$ cat src/rtl/phase_frame_sender.sv
// phase_frame_sender
// Takes one complete frame of per-channel phases and PWM enables in a single
// ready/valid handshake. It then plays the frame out on the phase bus as one
// addressed 32-bit word per channel, starting at address 0. An optional run of
// idle cycles can separate consecutive words.
module phase_frame_sender #(
  parameter int NUM_CHANNELS = 4,
  parameter int GAP_CYCLES   = 0
) (
  input  logic                         clk,
  input  logic                         rst,
  input  logic                         frame_valid,
  output logic                         frame_ready,
  input  logic [NUM_CHANNELS-1:0][7:0] frame_phases,
  input  logic [NUM_CHANNELS-1:0]      frame_pwm_en,
  output logic                         phase_parse_en,
  output logic [31:0]                  phase_data,
  output logic                         busy,
  output logic                         frame_done
);

  // The latched frame is padded to a power-of-two depth. This lets the word
  // index address it with exactly IDX_W bits for every channel count.
  localparam int IDX_W = (NUM_CHANNELS > 1) ? $clog2(NUM_CHANNELS) : 1;
  localparam int DEPTH = 1 << IDX_W;
  localparam int PH_W  = DEPTH * 8;
  localparam int GAP_W = (GAP_CYCLES > 1) ? $clog2(GAP_CYCLES) : 1;
  localparam logic [IDX_W-1:0] LAST_IDX = IDX_W'(NUM_CHANNELS - 1);
  localparam logic [GAP_W-1:0] GAP_INIT = GAP_W'((GAP_CYCLES > 0) ? GAP_CYCLES - 1 : 0);

  generate
    if (NUM_CHANNELS < 1 || NUM_CHANNELS > 256) begin : g_bad_channels
      $error("phase_frame_sender: NUM_CHANNELS must be within 1..256");
    end
    if (GAP_CYCLES < 0) begin : g_bad_gap
      $error("phase_frame_sender: GAP_CYCLES must not be negative");
    end
  endgenerate

  typedef enum logic [1:0] {
    ST_IDLE = 2'd0,
    ST_SEND = 2'd1,
    ST_GAP  = 2'd2,
    ST_DONE = 2'd3
  } state_t;

  state_t                  state_r;
  logic [IDX_W-1:0]        idx_r;
  logic [GAP_W-1:0]        gap_cnt_r;
  logic [DEPTH-1:0][7:0]   phases_r;
  logic [DEPTH-1:0]        pwm_en_r;
  logic [IDX_W-1:0]        next_idx_s;
  logic [31:0]             next_word_s;

  // Bus word layout: {8'h00, 7'b0, pwm_en, address, phase}.
  function automatic logic [31:0] make_word(input logic       en,
                                            input logic [7:0] addr,
                                            input logic [7:0] phase);
    return {8'h00, 7'h00, en, addr, phase};
  endfunction

  // Index of the following channel and its word, taken from the latched frame.
  always_comb begin
    next_idx_s  = idx_r + IDX_W'(1);
    next_word_s = make_word(pwm_en_r[next_idx_s], 8'(next_idx_s), phases_r[next_idx_s]);
  end

  // Frame sequencer: accept a frame, stream its words with optional gaps, then pulse done.
  always_ff @(posedge clk or posedge rst) begin
    if (rst) begin
      state_r        <= ST_IDLE;
      idx_r          <= '0;
      gap_cnt_r      <= '0;
      phases_r       <= '0;
      pwm_en_r       <= '0;
      frame_ready    <= 1'b1;
      busy           <= 1'b0;
      phase_parse_en <= 1'b0;
      phase_data     <= 32'h0000_0000;
      frame_done     <= 1'b0;
    end else begin
      case (state_r)
        ST_IDLE: begin
          if (frame_valid) begin
            phases_r       <= PH_W'(frame_phases);
            pwm_en_r       <= DEPTH'(frame_pwm_en);
            phase_data     <= make_word(frame_pwm_en[0], 8'h00, frame_phases[0]);
            phase_parse_en <= 1'b1;
            idx_r          <= '0;
            frame_ready    <= 1'b0;
            busy           <= 1'b1;
            state_r        <= ST_SEND;
          end else begin
            phase_parse_en <= 1'b0;
          end
        end
        ST_SEND: begin
          if (idx_r == LAST_IDX) begin
            phase_parse_en <= 1'b0;
            frame_done     <= 1'b1;
            state_r        <= ST_DONE;
          end else if (GAP_CYCLES == 0) begin
            idx_r      <= next_idx_s;
            phase_data <= next_word_s;
          end else begin
            phase_parse_en <= 1'b0;
            gap_cnt_r      <= GAP_INIT;
            state_r        <= ST_GAP;
          end
        end
        ST_GAP: begin
          if (gap_cnt_r == '0) begin
            idx_r          <= next_idx_s;
            phase_data     <= next_word_s;
            phase_parse_en <= 1'b1;
            state_r        <= ST_SEND;
          end else begin
            gap_cnt_r <= gap_cnt_r - GAP_W'(1);
          end
        end
        ST_DONE: begin
          frame_done  <= 1'b0;
          frame_ready <= 1'b1;
          busy        <= 1'b0;
          state_r     <= ST_IDLE;
        end
        default: begin
          state_r        <= ST_IDLE;
          frame_ready    <= 1'b1;
          busy           <= 1'b0;
          phase_parse_en <= 1'b0;
          frame_done     <= 1'b0;
        end
      endcase
    end
  end

endmodule

$ cat config.mk
export PLATFORM = sky130hd
export DESIGN_NAME = phase_frame_sender
export DESIGN_NICKNAME = d
export VERILOG_FILES = /design/src/rtl/phase_frame_sender.sv
export SDC_FILE = /design/constraint.sdc
export NUM_CORES = 1
export LEC_CHECK = 0
export CAP_MARGIN = 20
export CORE_MARGIN = 10
export CORE_UTILIZATION = 50
export DETAILED_ROUTE_END_ITERATION = 16
export DONT_BUFFER_PORTS = 1
export SETUP_SLACK_MARGIN = 0.3
export SYNTH_ARGS = -nofsm -noshare
export SYNTH_HDL_FRONTEND = slang
export SYNTH_SLANG_ARGS = --single-unit
$ cat constraint.sdc
create_clock -name clk -period 3.3 [get_ports clk]
set_input_delay 0.66 -clock clk [delete_from_list [all_inputs] [get_ports clk]]
set_output_delay 0.66 -clock clk [all_outputs]
set_load 0.02 [all_outputs]
==> flow_summary.ini, run 1 <==
[logic_synthesis]
ys_warn_count = 0
synthArstFlopShare_pct = 100
ys_top_cells_by_area = dfrtp_1, mux2_2, mux4_2
synth-xor-area-share_pct = 0
netlist_area_mm2 = 0.00262
synth_top_family_by_area = multiplexers
ys_top_cells_by_count = dfrtp_1, mux2_2, buf_4, mux2_4, mux4_2
synth_top_area_share_pct = 49.6
synthMuxAreaShare_pct = 33.5
postSynthCellCount = 181
synth_cell_types = 24
synth_edf_count = 0
synthAdderAreaFrac_pct = 2.86
synth_most_common_cell = dfrtp_1
synth_top_area_cell = dfrtp_1
ys_seq_area_share_pct = 50.6
synth_top_flop_cell = dfrtp_1
synth-compound-area-share_pct = 2.10
postSynthAreaPerCell_um2 = 14.5
synthSimpleGateAreaFrac_pct = 2.29
synth_seq_cells = 53

[grt]
grt_pass1_wl_mm = 8.17
grt_pass1_vias = 1507
grt_use_total_pct = 12.1
grt_overflow = 0
grt_max_degree = 54
antenna_found_initial = 0

[sta]
tns_ns = 0
fmax_ghz = 0.462
rsz0062_at_grt = false
fin_crit_ns = 2.17
fin_ws_ns = 1.13
timing_hold_violations_final = 0
skew_ns = 0.00768
hold_ws_ns = 0.265
relSlewSlack_pct = 60.4
slew_viol_final = 0
worstMarginPinSlew_ns = 0.592
setup_viol = 0
fin_crit_sh_pct = 65.7

[floorplanning]
die-area_mm2 = 0.00855
die_w_um = 92.4
die_h_um = 92.4
start_util_pct = 51.4
ios = 75
coreArea_mm2 = 0.00511
rows = 26

[layout]
fin_nets = 229
antennaDiodeCount = 0
syn2layout_area_growth_pct = 4.15
design_area_mm2 = 0.00273
fin_cells = 255
fin_util_pct = 53.5
final_layout_size_suffix_gt1_share_pct = 41.1

[clock_tree]
cts_max_level = 2
numCtsBuffers = 5
cts_buffer_depth = 2
cts_tree = done
cts.clk_slew.worst_paths_ns = 0.09
cts_root_buf = clkbuf_8
cts_sinks = 53
cts_hold_buf = 0
cts_resized = 0
cts_setup_buffers = 0
clock_latency_ns = 0.29

[worst_setup_path]
crit_type = flop to flop
critPathRequiredTime_ns = 3.48
crit_arrival_ns = 2.34
slowest_stage = ha_1
crit_chain = ha_1, mux4_2, mux2_2, mux2_4
critical_path.max_fanout = 10
timing.rr.end = phase_data[1]$_DFFE_PP0P_
r2r_slack_ns = 1.13
worstSetupStartpoint = phase_data[9]$_DFFE_PP0P_
worstSetupStartpointType = flop
max_stage_delay_ns = 0.65
r2r_start = phase_data[9]$_DFFE_PP0P_
rr_worst_depth = 4
endpoint_kind = flop

[place]
hpwlAfterDp_mm = 3.72
routabilityCongestion = 0.765
dp_cells = 246
post-place-ws_ns = 1.13
placed_area_mm2 = 0.00262
io_buffers = 0

[run_status]
outcome = complete, no violations

[power_and_ir_drop]
peakVddDrop_uv = 431
power_mw = 2.91
p_leak_nw = 1.22
power.density_mw_per_mm2 = 1070

[drt]
ant_nets = 0
drc = 0
dr.pass1.iters = 3
postRouteWirelength_mm = 5.01
vias = 1301
drt_iter0_drc = 35
wl_per_cell_um = 19.7
via_per_inst = 5.10

[flow_run]
drv_cap = 0

[hold_path]
hold_path_class = input pin to async pin
-- power breakdown --
part	switching (mW)	internal, mW
registers	0.281	0.978
clock network	0.196	0.172
logic	0.484	0.804
total	0.962	1.95
-- registers in the layout, indices dropped and copies added (netlist names) --
register        count
phases_r           32
phase_data         10
pwm_en_r            4
state_r             2
busy                1
frame_done          1
frame_ready         1
idx_r               1
phase_parse_en      1
-- cells in the final DEF, fill, tap and decap left out, types with 4 or more instances in the layout --
cell	count
o21ai_0	4
clkbuf_8	6
a21oi_1	4
inv_1	4
mux2_2	46
dfrtp_1	52
mux4_2	8
ha_1	6
conb_1	21
nand2_1	4
mux2_4	9
-- cell type report --
type	count	area (um^2)
Clock buffer	8	90.1
Multi-Input combinational cell	115	1150
Tap cell	70	87.6
Fill cell	447	2370
Timing Repair Buffer	4	55.1
Inverter	5	18.8
Sequential cell	53	1330
-- critical path: cells and delay by family, from the launching register on --
kind       cells  cell delay [ns]
fa+ha+maj      1             0.65
flops          1             0.49
mux            3             0.91
-- metal layers --
| metal | up-vias | share of wire (%) | GRT usage [%] |
|---|---|---|---|
| met5 | - | 0 | 0 |
| met4 | 0 | 0.84 | 3.47 |
| met3 | 4 | 11 | 6.70 |
| met2 | 49 | 52 | 20.4 |
| met1 | 648 | 37 | 12.7 |
| li1 | 600 | - | - |
-- cells by family (layout without fill, tap and decap cells) --
family	Yosys count	after routing
AO/OA/AOI/OAI	10	10
adder cells (fa/ha/maj)	6	6
buffers and inverters	33	17
flip-flops	53	53
multiplexers	66	66
other	1	21
AND/OR/NAND/NOR	12	12
-- worst max-delay path by stage --
stage	to	slack, ns	cells after the start
floorplan	phase_data[0]$_DFFE_PP0P_	1.24	5
global route	phase_data[7]$_DFFE_PP0P_	1.04	4
detailed placement	phase_data[1]$_DFFE_PP0P_	1.13	4
global placement	phase_data[4]$_DFFE_PP0P_	1.17	4
finish	phase_data[1]$_DFFE_PP0P_	1.13	4
CTS	phase_data[1]$_DFFE_PP0P_	1.11	4
(Power assumes the default switching activity.)
==> inputs of run 2 (changes only) <==
--- a/config.mk
+++ b/config.mk
@@ -10,6 +10,7 @@
 export CORE_UTILIZATION = 50
 export DETAILED_ROUTE_END_ITERATION = 16
 export DONT_BUFFER_PORTS = 1
+export PLACE_DENSITY = 0.68
 export SETUP_SLACK_MARGIN = 0.3
 export SYNTH_ARGS = -nofsm -noshare
 export SYNTH_HDL_FRONTEND = slang
==> constraint.sdc (replaced) <==
create_clock -name clk -period 1.76 [get_ports clk]
set_input_delay 0.352 -clock clk [delete_from_list [all_inputs] [get_ports clk]]
set_output_delay 0.352 -clock clk [all_outputs]
set_load 0.02 [all_outputs]
==> run 2 against run 1 <==
  * The flow now finishes with violations (setup timing)
  * Total power up 140%
  * Via count up 18%
  * Wire length up 22%
  * Critical endpoint is now phase_data[3]$_DFFE_PP0P_
  * Combinational power rose to 3.0 times the previous value
  * Sequential cell count unchanged
  * Critical path type unchanged
  * Die area unchanged
  * Clock skew down 0.0016 ns
==> flow_summary.ini, run 2 (synthesis gave the netlist of run 1 again) <==
[worst_setup_path]
crit_top_cell = mux2_4
crit_chain = ha_4, buf_6, mux4_2, mux2_4, mux2_4
endpoint_kind = flop
critical_path.max_fanout = 5
critPathRequiredTime_ns = 1.96
slowest_stage = dfrtp_2
r2r_slack_ns = -0.02
crit_arrival_ns = 1.98
worstSetupStartpointType = flop
crit_type = flop to flop
max_stage_delay_ns = 0.45

[floorplanning]
ios = 75
rows = 26
die-area_mm2 = 0.00855
coreArea_mm2 = 0.00511
die_w_um = 92.4
die_h_um = 92.4
start_util_pct = 51.4

[sta]
fin_ws_ns = -0.0210
fmax_ghz = 0.561
setup_viol = 7
rsz0062_at_grt = true
fin_crit_ns = 1.78
slew_viol_final = 0
fin_crit_sh_pct = 101
tns_ns = -0.0577
timing_hold_violations_final = 0
skew_ns = 0.00609
hold_ws_ns = 0.188

[clock_tree]
cts_sinks = 53
cts_buffer_depth = 2
clock_latency_ns = 0.30
cts_root_buf = clkbuf_8
cts_max_level = 2
numCtsBuffers = 5
cts_tree = done
cts.clk_slew.worst_paths_ns = 0.10

[grt]
grt_max_degree = 35
grt_use_met1_pct = 15.3
grt_use_total_pct = 14.4
busiest_layer = met2
antenna_found_initial = 0
grt_pass1_vias = 1765
grt_pass1_wl_mm = 9.79
use_met3_pct = 7.75
grt_util_met2_pct = 24.4
grt_overflow = 0

[drt]
via_per_inst = 5.36
vias = 1533
wl_per_cell_um = 21.3
ant_nets = 0
dr.pass1.iters = 5
drt_iter0_drc = 103
drc = 0
postRouteWirelength_mm = 6.09

[run_status]
violations = setup timing
outcome = finished, violations left

[place]
dp_cells = 256
io_buffers = 0
post-place-ws_ns = -0.0108
hpwlAfterDp_mm = 3.93
routabilityCongestion = 0.758
placed_area_mm2 = 0.00275

[layout]
final_common_cell = mux2_4
regArea_mm2 = 0.00133
top_register = phases_r
reg_top3 = phases_r (32), phase_data (10), pwm_en_r (4)
syn2layout_area_growth_pct = 30.8
most-common-layout-cells = mux2_4, dfrtp_1, conb_1, buf_4
fin_nets = 260
n_fill_cell = 350
multi_input_area_mm2 = 0.00140
final_layout_size_suffix_gt1_share_pct = 56.0
largest_reg_flops = 32
design_area_mm2 = 0.00343
antennaDiodeCount = 0
fin_cells = 286
fin_util_pct = 67.2

[power_and_ir_drop]
p_leak_nw = 1.67
power_mw = 7.11
power.density_mw_per_mm2 = 2070
peakVddDrop_uv = 985

[hold_path]
hold_path_class = input pin to flop

[flow_run]
drv_cap = 0
run 2: cell count changes in the layout (fill, tap and decap cells not counted), moves of 3 or more:
cell and delta:
buf_12 +5, buf_16 +5, buf_4 +12, buf_6 +8, dfrtp_1 -3, dfrtp_2 +3
ha_1 -4, ha_4 +3, mux2_2 -44, mux2_4 +44
run 2: final cells by class:
class                           count  share of cell area [%]
Clock inverter                      2                    1.02
Timing Repair Buffer               35                    14.1
Sequential cell                    53                    38.8
Clock buffer                        6                    2.11
Multi-Input combinational cell    115                    40.8
Inverter                            5                   0.656
Tap cell                           70                    2.55
run 2: worst max-delay path, delay by kind of cell (launching register included):
| family | cells | cell delay, ns |
|---|---|---|
| mux | 3 | 0.81 |
| flops | 1 | 0.45 |
| fa+ha+maj | 1 | 0.30 |
| buf+inv | 1 | 0.12 |
run 2: report_power, final:
group	switching (mW)	total, mW	internal [mW]	leakage, nW
registers	0.578	2.42	1.84	0.618
clock network	0.408	0.831	0.423	0.0552
logic	1.26	3.86	2.61	1.00
total	2.25	7.11	4.87	1.67
run 2: worst paths after layout:
| kind | from | to | depth (start not counted) |
|---|---|---|---|
| max | idx_r[0]$_DFFE_PP0P_ | phase_data[3]$_DFFE_PP0P_ | 5 |
| min | frame_phases[13] | phases_r[13]$_DFFE_PP0P_ | 1 |
| max reg2reg | idx_r[0]$_DFFE_PP0P_ | phase_data[3]$_DFFE_PP0P_ | 5 |
| min reg2reg | phases_r[7]$_DFFE_PP0P_ | phases_r[7]$_DFFE_PP0P_ | 1 |
| max in group asynchronous | rst | phases_r[0]$_DFFE_PP0P_ | 3 |
| min in group asynchronous | rst | pwm_en_r[0]$_DFFE_PP0P_ | 2 |
run 2: metal layers:
metal | up-vias | part of all wire (%)
met1 | 800 | 37
li1 | 667 | -
met5 | - | 0
met3 | 9 | 11
met2 | 57 | 51
met4 | 0 | 1.3
run 2: what timing repair did:
item                                    CTS  global route
hold buffers                              1             0
cloned                                    5             0
endpoints found under the setup margin   48            50
hold endpoints to repair                 18             0
gates resized for setup                  67             7
buffers inserted                         11             5
pin swaps                                 3             5
==> inputs of run 3 (changes only) <==
==> constraint.sdc (replaced) <==
create_clock -name clk -period 1.76 [get_ports clk]
set_input_delay 0.264 -clock clk [delete_from_list [all_inputs] [get_ports clk]]
set_output_delay 0.264 -clock clk [all_outputs]
set_load 0.02 [all_outputs]
==> run 3 against run 2 <==
  * Final area is 0.36% higher
  * The run still ends with setup timing left
  * Sequential share of layout area is 0.18 points lower
  * Register-to-register slack hardly changed
  * Clock power is 3.9% higher
  * Sequential power hardly changed
  * Combinational power is 3% higher
  * First-iteration DRC count is 18% lower
  * Non-clock buffer count is 1 lower
  * Largest cell class unchanged
  * Setup slack worse by 0.013 ns
  * Critical path type unchanged
  * Via count is 1.1% lower
==> flow_summary.ini, run 3 (synthesis gave the netlist of run 1 again) <==
[place]
routabilityCongestion = 0.754
hpwlAfterDp_mm = 3.96
io_buffers = 0
dp_cells = 257
post-place-ws_ns = -0.0179

[sta]
worstMarginPinSlew_ns = 0.555
rsz0062_at_grt = true
fin_crit_sh_pct = 102
hold_ws_ns = 0.0964
fin_crit_ns = 1.79
skew_ns = 0.00514
fin_ws_ns = -0.0343
fmax_ghz = 0.557
slew_viol_final = 0
timing_hold_violations_final = 0
relSlewSlack_pct = 62.9
tns_ns = -0.109
setup_viol = 8

[floorplanning]
ios = 75
die-area_mm2 = 0.00855
coreArea_mm2 = 0.00511
die_h_um = 92.4
rows = 26
die_w_um = 92.4
start_util_pct = 51.4

[layout]
most-common-layout-cells = mux2_4, dfrtp_1, conb_1, buf_6
final_common_cell = mux2_4
fin_cells = 285
n_fill_cell = 353
top_register = phases_r
antennaDiodeCount = 0
largest_reg_flops = 32
reg_top3 = phases_r (32), phase_data (10), pwm_en_r (4)
fin_nets = 259
fin_util_pct = 67.4
syn2layout_area_growth_pct = 31.3
final_layout_size_suffix_gt1_share_pct = 55.8

[worst_setup_path]
r2r_start = idx_r[0]$_DFFE_PP0P_
crit_arrival_ns = 1.99
timing.rr.end = phase_data[5]$_DFFE_PP0P_
r2r_slack_ns = -0.03
rr_worst_depth = 5
crit_type = flop to flop
critical_path.max_fanout = 5
critPathRequiredTime_ns = 1.96
endpoint_kind = flop
worstSetupStartpointType = flop

[grt]
grt_use_total_pct = 15.1
grt_overflow = 0
grt_pass1_vias = 1772
grt_pass1_wl_mm = 10.2
grt_max_degree = 31
antenna_found_initial = 0

[power_and_ir_drop]
combPwrFrac_pct = 54.8
p_sw_share_pct = 31.5
internal-power_mw = 4.97
peakVddDrop_uv = 1040
power.density_mw_per_mm2 = 2110
clockPowerShare_pct = 11.9
switchingPower_mw = 2.29
p_leak_nw = 1.67
seq_power_share_pct = 33.3

[drt]
drc = 0
ant_nets = 0
postRouteWirelength_mm = 6.19
wl_per_cell_um = 21.7
dr.pass1.iters = 4
vias = 1516
drt_iter0_drc = 84
via_per_inst = 5.32

[hold_path]
whs_path_depth = 1
worstHoldStart = frame_phases[14]
min_to = phases_r[14]$_DFFE_PP0P_
hold_path_class = input pin to flop

[clock_tree]
cts_tree = done
cts_max_level = 2
clock_latency_ns = 0.31
cts_buffer_depth = 2
cts.clk_slew.worst_paths_ns = 0.10
cts_root_buf = clkbuf_8
cts_sinks = 53
numCtsBuffers = 5

[run_status]
outcome = finished, violations left
violations = setup timing

[flow_run]
drv_cap = 0
run 3: how the worst max path moves through the flow:
| stage | start | slack (ns) | endpoint | cells after the start |
|---|---|---|---|---|
| 6_report | idx_r[0]$_DFFE_PP0P_ | -0.03 | phase_data[5]$_DFFE_PP0P_ | 5 |
| 5_1_grt | idx_r[0]$_DFFE_PP0P_ | -0.08 | phase_data[7]$_DFFE_PP0P_ | 5 |
| 4_1_cts | idx_r[0]$_DFFE_PP0P_ | -0.01 | phase_data[4]$_DFFE_PP0P_ | 5 |
| 3_5_place_dp | idx_r[0]$_DFFE_PP0P_ | -0.02 | phase_data[4]$_DFFE_PP0P_ | 4 |
| 3_3_place_gp | idx_r[0]$_DFFE_PP0P_ | 0.02 | phase_data[0]$_DFFE_PP0P_ | 4 |
| 2_1_floorplan | idx_r[0]$_DFFE_PP0P_ | -0.03 | phase_data[6]$_DFFE_PP0P_ | 5 |
run 3: power by group through the flow:
stage / sequential (mW) / combinational [mW] / clock (mW)
floorplan: 2.28 / 2.22 / 0
global placement: 2.36 / 2.55 / 0
detailed placement: 2.40 / 2.67 / 0
CTS: 2.41 / 3.90 / 0.881
global route: 2.49 / 4.23 / 0.942
finish: 2.41 / 3.98 / 0.863
run 3: stage by stage:
stage | area, um^2 | power [mW]
CTS | 3430 | 7.19
finish | 3440 | 7.25
detailed placement | 2760 | 5.07
floorplan | 2750 | 4.50
global route | 3440 | 7.66
global placement | 2760 | 4.91
run 3: critical path: stages, from the launching register on:
cell and delay [ns]:
dfrtp_2 0.45, ha_4 0.29, buf_6 0.13, mux4_2 0.30
mux2_4 0.27, mux2_4 0.25
run 3: cell type report:
class                      instances  area (um^2)  share of cell area (%)
inverter                           5         22.5                   0.654
tap                               70         87.6                    2.54
sequential                        53         1330                    38.6
multi-input combinational        115         1390                    40.4
clock buffer                       6         82.6                    2.40
timing repair buffer              34          494                    14.3
clock inverter                     2         37.5                    1.09
run 3: per-layer routing:
| metal | global-route usage, % | vias up | wire, um |
|---|---|---|---|
| li1 | - | 665 | - |
| met1 | 16.5 | 793 | 2360 |
| met2 | 26.1 | 51 | 3180 |
| met3 | 6.78 | 7 | 591 |
| met4 | 4.11 | 0 | 61 |
| met5 | 0 | - | 0 |
run 3: what timing repair did:
action,in CTS,in global routing
pin swaps,7,1
hold buffers,1,0
resized for setup,74,3
setup endpoints to repair,47,50
buffers inserted,14,0
hold endpoints to repair,22,0
cloned,5,0
